## src/rtl/s4ga_cfg_sequencer_if.sv

```systemverilog
// Byte-wide configuration bus into the S4GA configuration sequencer.
//
// Handshake: a byte moves on a rising clock edge where cfg_valid and
// cfg_ready are both high. The master holds cfg_data stable while
// cfg_valid is high and the byte has not yet moved. cfg_ready does not
// depend on cfg_valid. Nothing moves while either signal is low.
interface s4ga_cfg_sequencer_if;
  logic [7:0] cfg_data;
  logic       cfg_valid;
  logic       cfg_ready;

  modport master (output cfg_data, output cfg_valid, input cfg_ready);
  modport slave  (input cfg_data, input cfg_valid, output cfg_ready);
endinterface

```

## src/rtl/s4ga_cfg_sequencer.sv

```systemverilog
// S4GA configuration sequencer: takes bitstream bytes, shifts them into the
// fabric as nibbles (high nibble first), checks the trailing XOR checksum and
// releases the fabric reset only after a clean load.
module s4ga_cfg_sequencer #(
  parameter int CFG_NIBBLES = 2048,
  parameter int CNT_W       = 11
) (
  input  logic                  clk,
  input  logic                  rst_n,
  input  logic                  cfg_start,
  input  logic                  cfg_abort,
  s4ga_cfg_sequencer_if.slave   cfg,
  output logic [3:0]            si,
  output logic                  si_en,
  output logic                  fabric_rst_n,
  output logic                  busy,
  output logic                  done,
  output logic                  err,
  output logic [2:0]            dbg_state
);

  typedef enum logic [2:0] {
    IDLE      = 3'd0,
    WAIT_BYTE = 3'd1,
    SHIFT_HI  = 3'd2,
    SHIFT_LO  = 3'd3,
    WAIT_SUM  = 3'd4,
    RUN       = 3'd5,
    ERR       = 3'd6
  } state_t;

  // Byte count at which the data phase ends. If CFG_NIBBLES/2 equals
  // 2**CNT_W the truncation yields 0, which is where the counter wraps to.
  localparam logic [CNT_W-1:0] LAST_BYTE = CNT_W'(CFG_NIBBLES / 2);

  state_t           state_q, state_d;
  logic [CNT_W-1:0] cnt_q, cnt_d;
  logic [7:0]       sum_q, sum_d;
  logic [7:0]       byte_q, byte_d;
  logic [3:0]       si_q, si_d;
  logic             ready_q, ready_d;
  logic             si_en_q, si_en_d;
  logic             frst_n_q, frst_n_d;
  logic             busy_q, busy_d;
  logic             done_q, done_d;
  logic             err_q, err_d;
  logic             accept;

  assign accept = cfg.cfg_valid && ready_q;

  // Next state, datapath updates, and next values of the registered outputs.
  // Outputs are decoded from the next state so they line up with the state.
  always_comb begin
    state_d = state_q;
    cnt_d   = cnt_q;
    sum_d   = sum_q;
    byte_d  = byte_q;
    si_d    = si_q;
    if (cfg_abort) begin
      state_d = IDLE;
    end else begin
      unique case (state_q)
        IDLE, RUN, ERR: begin
          if (cfg_start) begin
            state_d = WAIT_BYTE;
            cnt_d   = '0;
            sum_d   = '0;
          end
        end
        WAIT_BYTE: begin
          if (accept) begin
            byte_d  = cfg.cfg_data;
            sum_d   = sum_q ^ cfg.cfg_data;
            cnt_d   = cnt_q + CNT_W'(1);
            si_d    = cfg.cfg_data[7:4];
            state_d = SHIFT_HI;
          end
        end
        SHIFT_HI: begin
          si_d    = byte_q[3:0];
          state_d = SHIFT_LO;
        end
        SHIFT_LO: begin
          state_d = (cnt_q == LAST_BYTE) ? WAIT_SUM : WAIT_BYTE;
        end
        WAIT_SUM: begin
          // The checksum byte is compared only, never shifted out.
          if (accept) begin
            state_d = (cfg.cfg_data == sum_q) ? RUN : ERR;
          end
        end
        default: state_d = IDLE;
      endcase
    end

    ready_d  = (state_d == WAIT_BYTE) || (state_d == WAIT_SUM);
    si_en_d  = (state_d == SHIFT_HI) || (state_d == SHIFT_LO);
    busy_d   = (state_d == WAIT_BYTE) || (state_d == SHIFT_HI) ||
               (state_d == SHIFT_LO) || (state_d == WAIT_SUM);
    done_d   = (state_d == RUN);
    err_d    = (state_d == ERR);
    frst_n_d = (state_d == RUN);
  end

  // State, datapath and output registers; async reset parks everything idle.
  always_ff @(posedge clk or negedge rst_n) begin
    if (!rst_n) begin
      state_q  <= IDLE;
      cnt_q    <= '0;
      sum_q    <= '0;
      byte_q   <= '0;
      si_q     <= '0;
      ready_q  <= 1'b0;
      si_en_q  <= 1'b0;
      frst_n_q <= 1'b0;
      busy_q   <= 1'b0;
      done_q   <= 1'b0;
      err_q    <= 1'b0;
    end else begin
      state_q  <= state_d;
      cnt_q    <= cnt_d;
      sum_q    <= sum_d;
      byte_q   <= byte_d;
      si_q     <= si_d;
      ready_q  <= ready_d;
      si_en_q  <= si_en_d;
      frst_n_q <= frst_n_d;
      busy_q   <= busy_d;
      done_q   <= done_d;
      err_q    <= err_d;
    end
  end

  assign cfg.cfg_ready = ready_q;
  assign si            = si_q;
  assign si_en         = si_en_q;
  assign fabric_rst_n  = frst_n_q;
  assign busy          = busy_q;
  assign done          = done_q;
  assign err           = err_q;
  assign dbg_state     = state_q;

endmodule
```

## src/flat_wrapper.sv

```systemverilog
// flat-port wrapper written by rule: the top's interface ports become plain ports
module s4ga_cfg_sequencer_flat 
#(
  parameter int CFG_NIBBLES = 2048,
  parameter int CNT_W       = 11
)
  (clk, rst_n, cfg_start, cfg_abort, si, si_en, fabric_rst_n, busy, done, err, dbg_state, cfg_cfg_data, cfg_cfg_valid, cfg_cfg_ready);
  s4ga_cfg_sequencer_if cfg_i ();
  input  logic clk;
  input  logic rst_n;
  input  logic cfg_start;
  input  logic cfg_abort;
  output logic [3:0] si;
  output logic si_en;
  output logic fabric_rst_n;
  output logic busy;
  output logic done;
  output logic err;
  output logic [2:0] dbg_state;
  input wire logic [$bits(cfg_i.cfg_data)-1:0] cfg_cfg_data;
  input wire logic [$bits(cfg_i.cfg_valid)-1:0] cfg_cfg_valid;
  output wire logic [$bits(cfg_i.cfg_ready)-1:0] cfg_cfg_ready;
  assign cfg_i.cfg_data = cfg_cfg_data;
  assign cfg_i.cfg_valid = cfg_cfg_valid;
  assign cfg_cfg_ready = cfg_i.cfg_ready;
  s4ga_cfg_sequencer #(.CFG_NIBBLES(CFG_NIBBLES), .CNT_W(CNT_W)) u_core (.clk(clk), .rst_n(rst_n), .cfg_start(cfg_start), .cfg_abort(cfg_abort), .cfg(cfg_i), .si(si), .si_en(si_en), .fabric_rst_n(fabric_rst_n), .busy(busy), .done(done), .err(err), .dbg_state(dbg_state));
endmodule
```

## config.mk

```make
export PLATFORM = sky130hd
export DESIGN_NAME = s4ga_cfg_sequencer_flat
export DESIGN_NICKNAME = d
export VERILOG_FILES = /design/src/rtl/s4ga_cfg_sequencer_if.sv /design/src/rtl/s4ga_cfg_sequencer.sv /design/src/flat_wrapper.sv
export SDC_FILE = /design/constraint.sdc
export NUM_CORES = 1
export LEC_CHECK = 0
export BUFFER_PORTS_ARGS = -buffer_cell sky130_fd_sc_hd__buf_2
export CAP_MARGIN = 20
export CORE_ASPECT_RATIO = 0.8
export CORE_MARGIN = 1
export CORE_UTILIZATION = 51
export DETAILED_ROUTE_END_ITERATION = 16
export PLACE_DENSITY = 0.84
export RECOVER_POWER = 100
export SETUP_SLACK_MARGIN = 0.3
export SLEW_MARGIN = 0
export SYNTH_ARGS = -nofsm -noshare
export SYNTH_HDL_FRONTEND = slang
export SYNTH_SLANG_ARGS = --single-unit
```

## constraint.sdc

```tcl
create_clock -name clk -period 1.9 [get_ports clk]
set_input_delay 0.095 -clock clk [delete_from_list [all_inputs] [get_ports clk]]
set_output_delay 0.095 -clock clk [all_outputs]
set_load 0.02 [all_outputs]
```

Word level (Yosys, flattened, before mapping):

Index checks and enable logic that the tools add are counted.

* bits in registers: 35
* input bits: 13
* output and inout port bits: 13

* add/subtract/negate cells: 1
* eq/ne operators: 16
* multiplexer cells: 15
* bitwise logic cells: 2
* reduce and logical (&&, ||, !) cells: 13

Operators with widths (count)
* $mux 11: 2
* $pmux 11 s2: 1
* $eq 3x3->1 const B: 6
* $mux 8: 2
* $pmux 8 s2: 1
* $mux 3: 5
* $pmux 3 s5: 1
* $eq 3x2->1 const B: 4
* $add 11x1->11 const B: 1
* $eq 11x11->1 const B: 1
* $eq 8x8->1: 1
* $pmux 4 s2: 1
* $xor 8x8->8: 1
* $eq 3x1->1 const B: 2
* $reduce_and 3->1: 2
* $logic_or 1x1->1: 5
* $mux 4: 1
* $reduce_and 4->1: 1
* $reduce_bool 2->1: 2
* $logic_not 3->1: 1
* $reduce_or 3->1: 1
* $mux 2: 1
* $ne 2x1->1 const B: 1
* $ne 2x2->1 const B: 1
* 2 further kinds: 2

Longest topological paths before layout:

Gate-level depths: netlist of run 1.

* depth after elaboration: 9
* gate-level depth with buffers: 9

Least setup slack after synthesis of run 1:

No wires, ideal clock.

* path type: register to register
* from: register u_core.state_q[0], in the netlist u_core.dbg_state[0]
* to: register u_core.si_q[0], in the netlist u_core.si[0]
* arrival time: 1.949 ns
* slack: -0.175 ns
* cell stages (with the launch flop): 8
* clock period less this slack: 2.075 ns
* path through: dfrtp_1 -> buf_6 -> or3_4 -> nor2_2 -> o21bai_1 -> or3_1 -> buf_6 -> mux2_4

* word-level cells in the longest chain between the ends: 3
* elaborated cells on any way between the ends: 6

Ends and longest elaborated chain
* start, declared: line s4ga_cfg_sequencer.sv:36 `state_t state_q, state_d;`
* start signal, assigned: line s4ga_cfg_sequencer.sv:120 `state_q <= state_d;`
* $eq 3x1->1 or $eq 3x2->1 (tied branches): line s4ga_cfg_sequencer.sv:62 `unique case (state_q)`
* $ne 2x1->1 (no source line) or $reduce_bool 2->1 (tied branches)
* $reduce_and 3->1 (no source line)
* end signal, assigned: line s4ga_cfg_sequencer.sv:124 `si_q <= si_d;`
* end, declared: line s4ga_cfg_sequencer.sv:40 `logic [3:0] si_q, si_d;`

Parallel ways exist; a longest one is shown, timed or not.
A chain may end at the register's enable or synchronous reset.

==> flow_metrics.tcl, run 1 <==
set metrics [dict create \
    status "complete, but fails checks" \
    violations "DRC, setup timing" \
    vias 1939 \
    internal_power_mw 1.39 \
    synth_edf_count 0 \
    grt_max_degree 36 \
    synth_ff_type "dfrtp_1" \
    ys_async_sr_fraction 1.00 \
    die_w_um 70.6 \
    clock_path_buffers 2 \
    place_ws_ns -0.0802 \
    hold_slack_ns 0.0467 \
    h-tree-depth 2 \
    final-seq-area_um2 881 \
    hp-class "in2reg" \
    setup_viol 5 \
    layout_min_cycle_time_ns 1.96 \
    ys_seq_area_frac 0.456 \
    firstDrtPassIters 10 \
    end_kind "flip-flop" \
    path_clk_slew_ns 0.07 \
    synthCells 208 \
    routedWlPerCell_um 19.4 \
    hold_viol 0 \
    multiInputGateArea_um2 1200 \
    regToRegSetupSlack_ns -0.06 \
    initial_utilization 0.546 \
    slew_headroom 0.414 \
    worstMarginPinSlew_ns 0.879 \
    area_growth_pct 45.2 \
    antenna_cells 0 \
    worstSetupPathType "reg2reg" \
    cp-start-kind "flip-flop" \
    nNetsFinal 287 \
    root_buffer "clkbuf_8" \
    synth.net_count 223 \
    ir_drop_uv 678 \
    maxSlewViolCount 0 \
    worst_slack_ns -0.0590 \
    p_sw_mw 0.673 \
    combPwrFrac 0.304 \
    path_delay_family "simple AND/OR/NAND/NOR gates" \
    clock-sinks 35 \
    die_area_um2 4020 \
    track_usage 0.280 \
    clk_latency_ns 0.30 \
    route.detailed.drc 2 \
    drive_above_1_share 0.434 \
    n_fill_cell 209 \
    p_leak_nw 1.35 \
    clock.fmax_mhz 510 \
    worstPathRequired_ns 2.07 \
    pwr-share-seq 0.449 \
    powerDensity_nw_per_um2 741 \
    fin_skew_ns 0.00859 \
    reg2reg_from "u_core.cnt_q[0]" \
    synth_seq_cells 35 \
    path_max_fanout 5 \
    gp_congestion 0.813 \
    total_power_mw 2.07 \
    cts_buffers 5 \
    core_area_um2 3520 \
    path_buf_inv 1 \
    dpl.hpwl_mm 3.14 \
    path_cells "inv_1, ha_1, nor4b_4, a41o_1, or3_4, mux2_4" \
    ant_nets 0 \
    drt_iter0_markers 182 \
    cts_tree "built" \
    arrival_ns 2.13 \
    p_sw_frac 0.326 \
    maxCapViolCount 0 \
    synth_warnings 0 \
    grt.overflow.total 0 \
    rr_endpoint "u_core.si[0]" \
    finish.utilization 0.793 \
    yosys.cell_types.count 44 \
    syn-cell-area_um2 1920 \
    synth_area_per_cell_um2 9.24 \
    die_h_um 56.9 \
    worstHoldEndpoint "u_core.byte_q[2]" \
    power_frac_clock 0.247 \
    cpMaxStageDelayCell "or3_4" \
    grt_pass1_vias 1765 \
    io_pins 26 \
    antenna_found_initial 0 \
    grt_pass1_wl_mm 8.47 \
    port_buffers 25 \
    tns_ns -0.216 \
    core.rowCount 19 \
    via_per_inst 6.18 \
    holdPathStages 3 \
    rsz0062_at_grt "yes" \
    drt-total-wl_mm 6.10 \
    critPathMaxStageDelay_ns 0.47 \
    hp-start "cfg_cfg_data[2]" \
    period_share 1.03 \
    rr_worst_depth 6 \
]
==> power groups by stage <==
| stage | registers, mW | logic (mW) | clock network [mW] |
|---|---|---|---|
| final | 0.927 | 0.629 | 0.510 |
| after global routing | 0.928 | 0.670 | 0.543 |
| after CTS | 0.913 | 0.551 | 0.509 |
| after detailed placement | 0.922 | 0.456 | 0 |
| after global placement | 0.915 | 0.439 | 0 |
| after floorplan | 0.975 | 0.217 | 0 |
==> per-stage QoR <==
stage          instance area (um^2)  std cells
2_1_floorplan                  1950        208
3_3_place_gp                   2240        289
3_5_place_dp                   2240        289
4_1_cts                        2550        304
5_1_grt                        2790        314
6_report                       2790        314
==> placed cells by master, fill, tap and decap left out, types with 4 or more instances in the layout <==
cell type  instances
clkbuf_1          13
buf_2             13
mux2_4             4
dfrtp_2            4
o21ai_2           14
mux2_2             4
o21ai_1            8
inv_1              4
nand3b_1           7
nand2_1           28
nor2_1            20
buf_4             24
and3_1             6
xor2_1             6
dfrtp_1           31
buf_6             12
nand2_2            4
clkbuf_8           5
==> registers in the layout, indices dropped and copies added (netlist names) <==
| register | flops |
|---|---|
| u_core.dbg_state | 3 |
| u_core.byte_q | 4 |
| u_core.fabric_rst_n | 1 |
| u_core.err | 1 |
| u_core.busy | 1 |
| u_core.cfg.cfg_ready | 1 |
| u_core.si_en | 1 |
| u_core.cnt_q | 11 |
| u_core.sum_q | 8 |
| u_core.si | 4 |
==> metal layers <==
| layer | track usage | wire length (um) | vias to the layer above |
|---|---|---|---|
| met1 | 0.358 | 2390 | 968 |
| met3 | 0.0646 | 374 | 32 |
| li1 | - | - | 848 |
| met5 | 0 | 0 | - |
| met2 | 0.474 | 3060 | 91 |
| met4 | 0.0914 | 278 | 0 |
==> worst min-delay path, cell delays in order <==
cell and delay [ns]:
buf_2 0.12, nand2_1 0.05, nand2_1 0.05
==> how the worst max path moves through the flow <==
stage | startpoint | endpoint | slack, ns | depth (start not counted)
finish | u_core.cnt_q[0] | u_core.si[0] | -0.06 | 6
CTS | u_core.sum_q[7] | u_core.busy | 0.007 | 7
detailed placement | u_core.dbg_state[1] | u_core.si[3] | -0.08 | 5
global placement | u_core.cnt_q[0] | u_core.si[2] | -0.06 | 6
floorplan | u_core.dbg_state[0] | u_core.si[0] | -0.12 | 7
global route | u_core.cnt_q[0] | u_core.si[3] | -0.09 | 6
==> cell families after synthesis <==
logic type               after synthesis  synth area share
adder cells (fa/ha/maj)                3            0.0182
multiplexers                           8            0.0547
flip-flops                            35             0.456
buffers and inverters                 16            0.0462
XOR/XNOR                               9            0.0410
AO/OA/AOI/OAI                         41             0.136
AND/OR/NAND/NOR                       96             0.248
==> cell type report <==
class | count | area share
inverters | 6 | 0.00897
clock buffers | 7 | 0.0274
repair buffers | 67 | 0.200
well taps | 42 | 0.0188
multi-input cells | 157 | 0.429
flip-flops and latches | 35 | 0.316
==> cell usage after synthesis (2+ instances only) <==
library cell	number	area, um^2
a21oi_1	2	10.0
a31oi_1	2	12.5
and3_1	7	43.8
buf_6	3	33.8
clkbuf_1	6	22.5
dfrtp_1	35	876
ha_1	2	25.0
inv_1	4	15.0
mux2_2	4	45.0
mux2_4	4	60.1
nand2_1	33	124
nand2b_1	4	25.0
nand3_1	4	20.0
nand3b_1	7	52.6
nand4_1	3	18.8
nor2_1	23	86.3
nor2b_1	4	25.0
nor4_1	2	12.5
nor4b_1	2	17.5
o211a_1	2	20.0
o21ai_1	23	115
o21bai_1	2	15.0
or3_1	2	12.5
xnor2_1	3	26.3
xor2_1	6	52.6
==> repair_timing <==
action                                 in CTS  in global routing
pin swaps                                  24                 18
buffers inserted                            4                  9
setup endpoints to repair                  33                 34
endpoints found under the hold margin      35                  0
cloned                                      3                  1
hold buffers                                1                  0
gates resized for setup                    30                 36
(Power assumes the default switching activity.)
==> inputs of run 2 (changes only) <==
--- a/config.mk
+++ b/config.mk
@@ -9,9 +9,10 @@
 export CAP_MARGIN = 20
 export CORE_ASPECT_RATIO = 0.8
 export CORE_MARGIN = 1
-export CORE_UTILIZATION = 51
+export CORE_UTILIZATION = 53
+export CTS_BUF_LIST = sky130_fd_sc_hd__clkbuf_8
 export DETAILED_ROUTE_END_ITERATION = 16
-export PLACE_DENSITY = 0.84
+export PLACE_DENSITY = 0.86
 export RECOVER_POWER = 100
 export SETUP_SLACK_MARGIN = 0.3
 export SLEW_MARGIN = 0
==> flow_metrics.tcl, run 2 (synthesis results as in run 1) <==
set metrics [dict create \
    grt_max_degree 36 \
    drt_iter0_markers 95 \
    largest_register_ffs 11 \
    routedWlPerCell_um 17.4 \
    p_sw_frac 0.313 \
    hold_slack_ns 0.0470 \
    placed_area_um2 2250 \
    design_area_um2 2720 \
    ir_drop_uv 711 \
    maxSlewViolCount 0 \
    cp-start-kind "flip-flop" \
    top_usage_layer "met2" \
    grt_pass1_wl_mm 8.65 \
    pwr-share-seq 0.456 \
    track_usage 0.292 \
    core.rowCount 19 \
    dpl.hpwl_mm 3.28 \
    grt.overflow.total 0 \
    nNetsFinal 291 \
    final_common_cell "buf_4" \
    p_leak_nw 1.34 \
    rsz0062_at_grt "yes" \
    place_ws_ns -0.0627 \
    status "complete, no violations" \
    clock_path_buffers 2 \
    antenna_cells 0 \
    clk_latency_ns 0.30 \
    combPwrFrac 0.255 \
    top_regs "u_core.cnt_q: 11 flops, u_core.sum_q: 8 flops" \
    die_area_um2 3870 \
    place_inst 293 \
    h-tree-depth 2 \
    worstMarginPinSlew_ns 0.877 \
    tns_ns 0 \
    most-common-layout-cells "36 x buf_4, 31 x dfrtp_1, 30 x nand2_1" \
    port_buffers 25 \
    grtUsageMet1 0.382 \
    internal_power_mw 1.41 \
    die_w_um 69.3 \
    maxCapViolCount 0 \
    p_sw_mw 0.643 \
    root_buffer "clkbuf_8" \
    gp_congestion 0.873 \
    arrival_ns 2.07 \
    clock-sinks 35 \
    cp-startpoint "u_core.cnt_q[0]" \
    path_clk_slew_ns 0.07 \
    setup_viol 0 \
    cts_buffers 5 \
    n_fill_cell 221 \
    ant_nets 0 \
    crit_end "u_core.si[3]" \
    finish.utilization 0.789 \
    cts_tree "built" \
    worst_slack_ns 0.00351 \
    path_max_fanout 5 \
    power_frac_clock 0.289 \
    area_growth_pct 41.5 \
    route.detailed.drc 0 \
    final-seq-area_um2 881 \
    reg2reg_from "u_core.cnt_q[0]" \
    rr_endpoint "u_core.si[3]" \
    multiInputGateArea_um2 1170 \
    total_power_mw 2.06 \
    via_per_inst 5.88 \
    drive_above_1_share 0.426 \
    hp-class "in2reg" \
    core_area_um2 3450 \
    layout_min_cycle_time_ns 1.90 \
    firstDrtPassIters 4 \
    fin_skew_ns 0.00764 \
    grt_use_met3 0.0888 \
    end_kind "flip-flop" \
    drt-total-wl_mm 5.56 \
    antenna_found_initial 0 \
    rr_worst_depth 6 \
    period_share 0.998 \
    io_pins 26 \
    vias 1877 \
    grt.met2_usage 0.462 \
    regMostFlops "u_core.cnt_q" \
    powerDensity_nw_per_um2 756 \
    initial_utilization 0.558 \
    grt_pass1_vias 1757 \
    clock.fmax_mhz 527 \
    worstPathRequired_ns 2.07 \
    regToRegSetupSlack_ns 0.004 \
    worstSetupPathType "reg2reg" \
    stdcell_count 319 \
    slew_headroom 0.415 \
    hold_viol 0 \
    die_h_um 55.9 \
]
[run 2: cell count changes in the layout (fill, tap and decap cells not counted), sizes merged]
cell,previous run,this run
buf,54,58
inv,6,7
[run 2: power by group through the flow]
stage	registers [mW]	clock network [mW]	logic, mW
final	0.937	0.594	0.524
after global routing	0.942	0.641	0.557
after CTS	0.925	0.600	0.481
after detailed placement	0.933	0	0.434
after global placement	0.928	0	0.415
after floorplan	0.975	0	0.217
[run 2: layout make-up]
type / count / area share
clock inverters: 1 / 0.00138
clock buffers: 7 / 0.0354
repair buffers: 71 / 0.181
well taps: 42 / 0.0193
inverters: 6 / 0.00920
flip-flops and latches: 35 / 0.324
multi-input cells: 157 / 0.429
[run 2: how the worst min path moves through the flow]
stage | start | end | slack (ns) | cells after the start
after global placement | rst_n | u_core.cnt_q[6] | 0.22 | 1
after detailed placement | rst_n | u_core.cnt_q[10] | 0.22 | 1
after CTS | cfg_cfg_data[2] | u_core.byte_q[2] | 0.04 | 3
final | cfg_cfg_data[2] | u_core.byte_q[2] | 0.05 | 3
after floorplan | rst_n | u_core.busy | -0.20 | 0
after global routing | cfg_cfg_data[1] | u_core.byte_q[1] | 0.05 | 3
[run 2: per-layer routing]
layer | routed length [um] | part of all wire
met1 | 2420 | 0.44
met2 | 2720 | 0.49
met3 | 276 | 0.050
met4 | 144 | 0.026
met5 | 0 | 0
[run 2: repair_timing]
item                                   4_1_cts  5_1_grt
hold buffers                                 1        0
pin swaps                                   14        9
setup endpoints to repair                   31       34
endpoints found under the hold margin       35        0
gates resized for setup                     26       27
setup buffers                                9        8
[run 2: critical path, cell delays in order (launching register included)]
cell and delay [ns]:
dfrtp_1 0.38, inv_2 0.05, ha_2 0.17, nor4b_4 0.13, a41o_1 0.28, or3_4 0.45, mux2_4 0.32
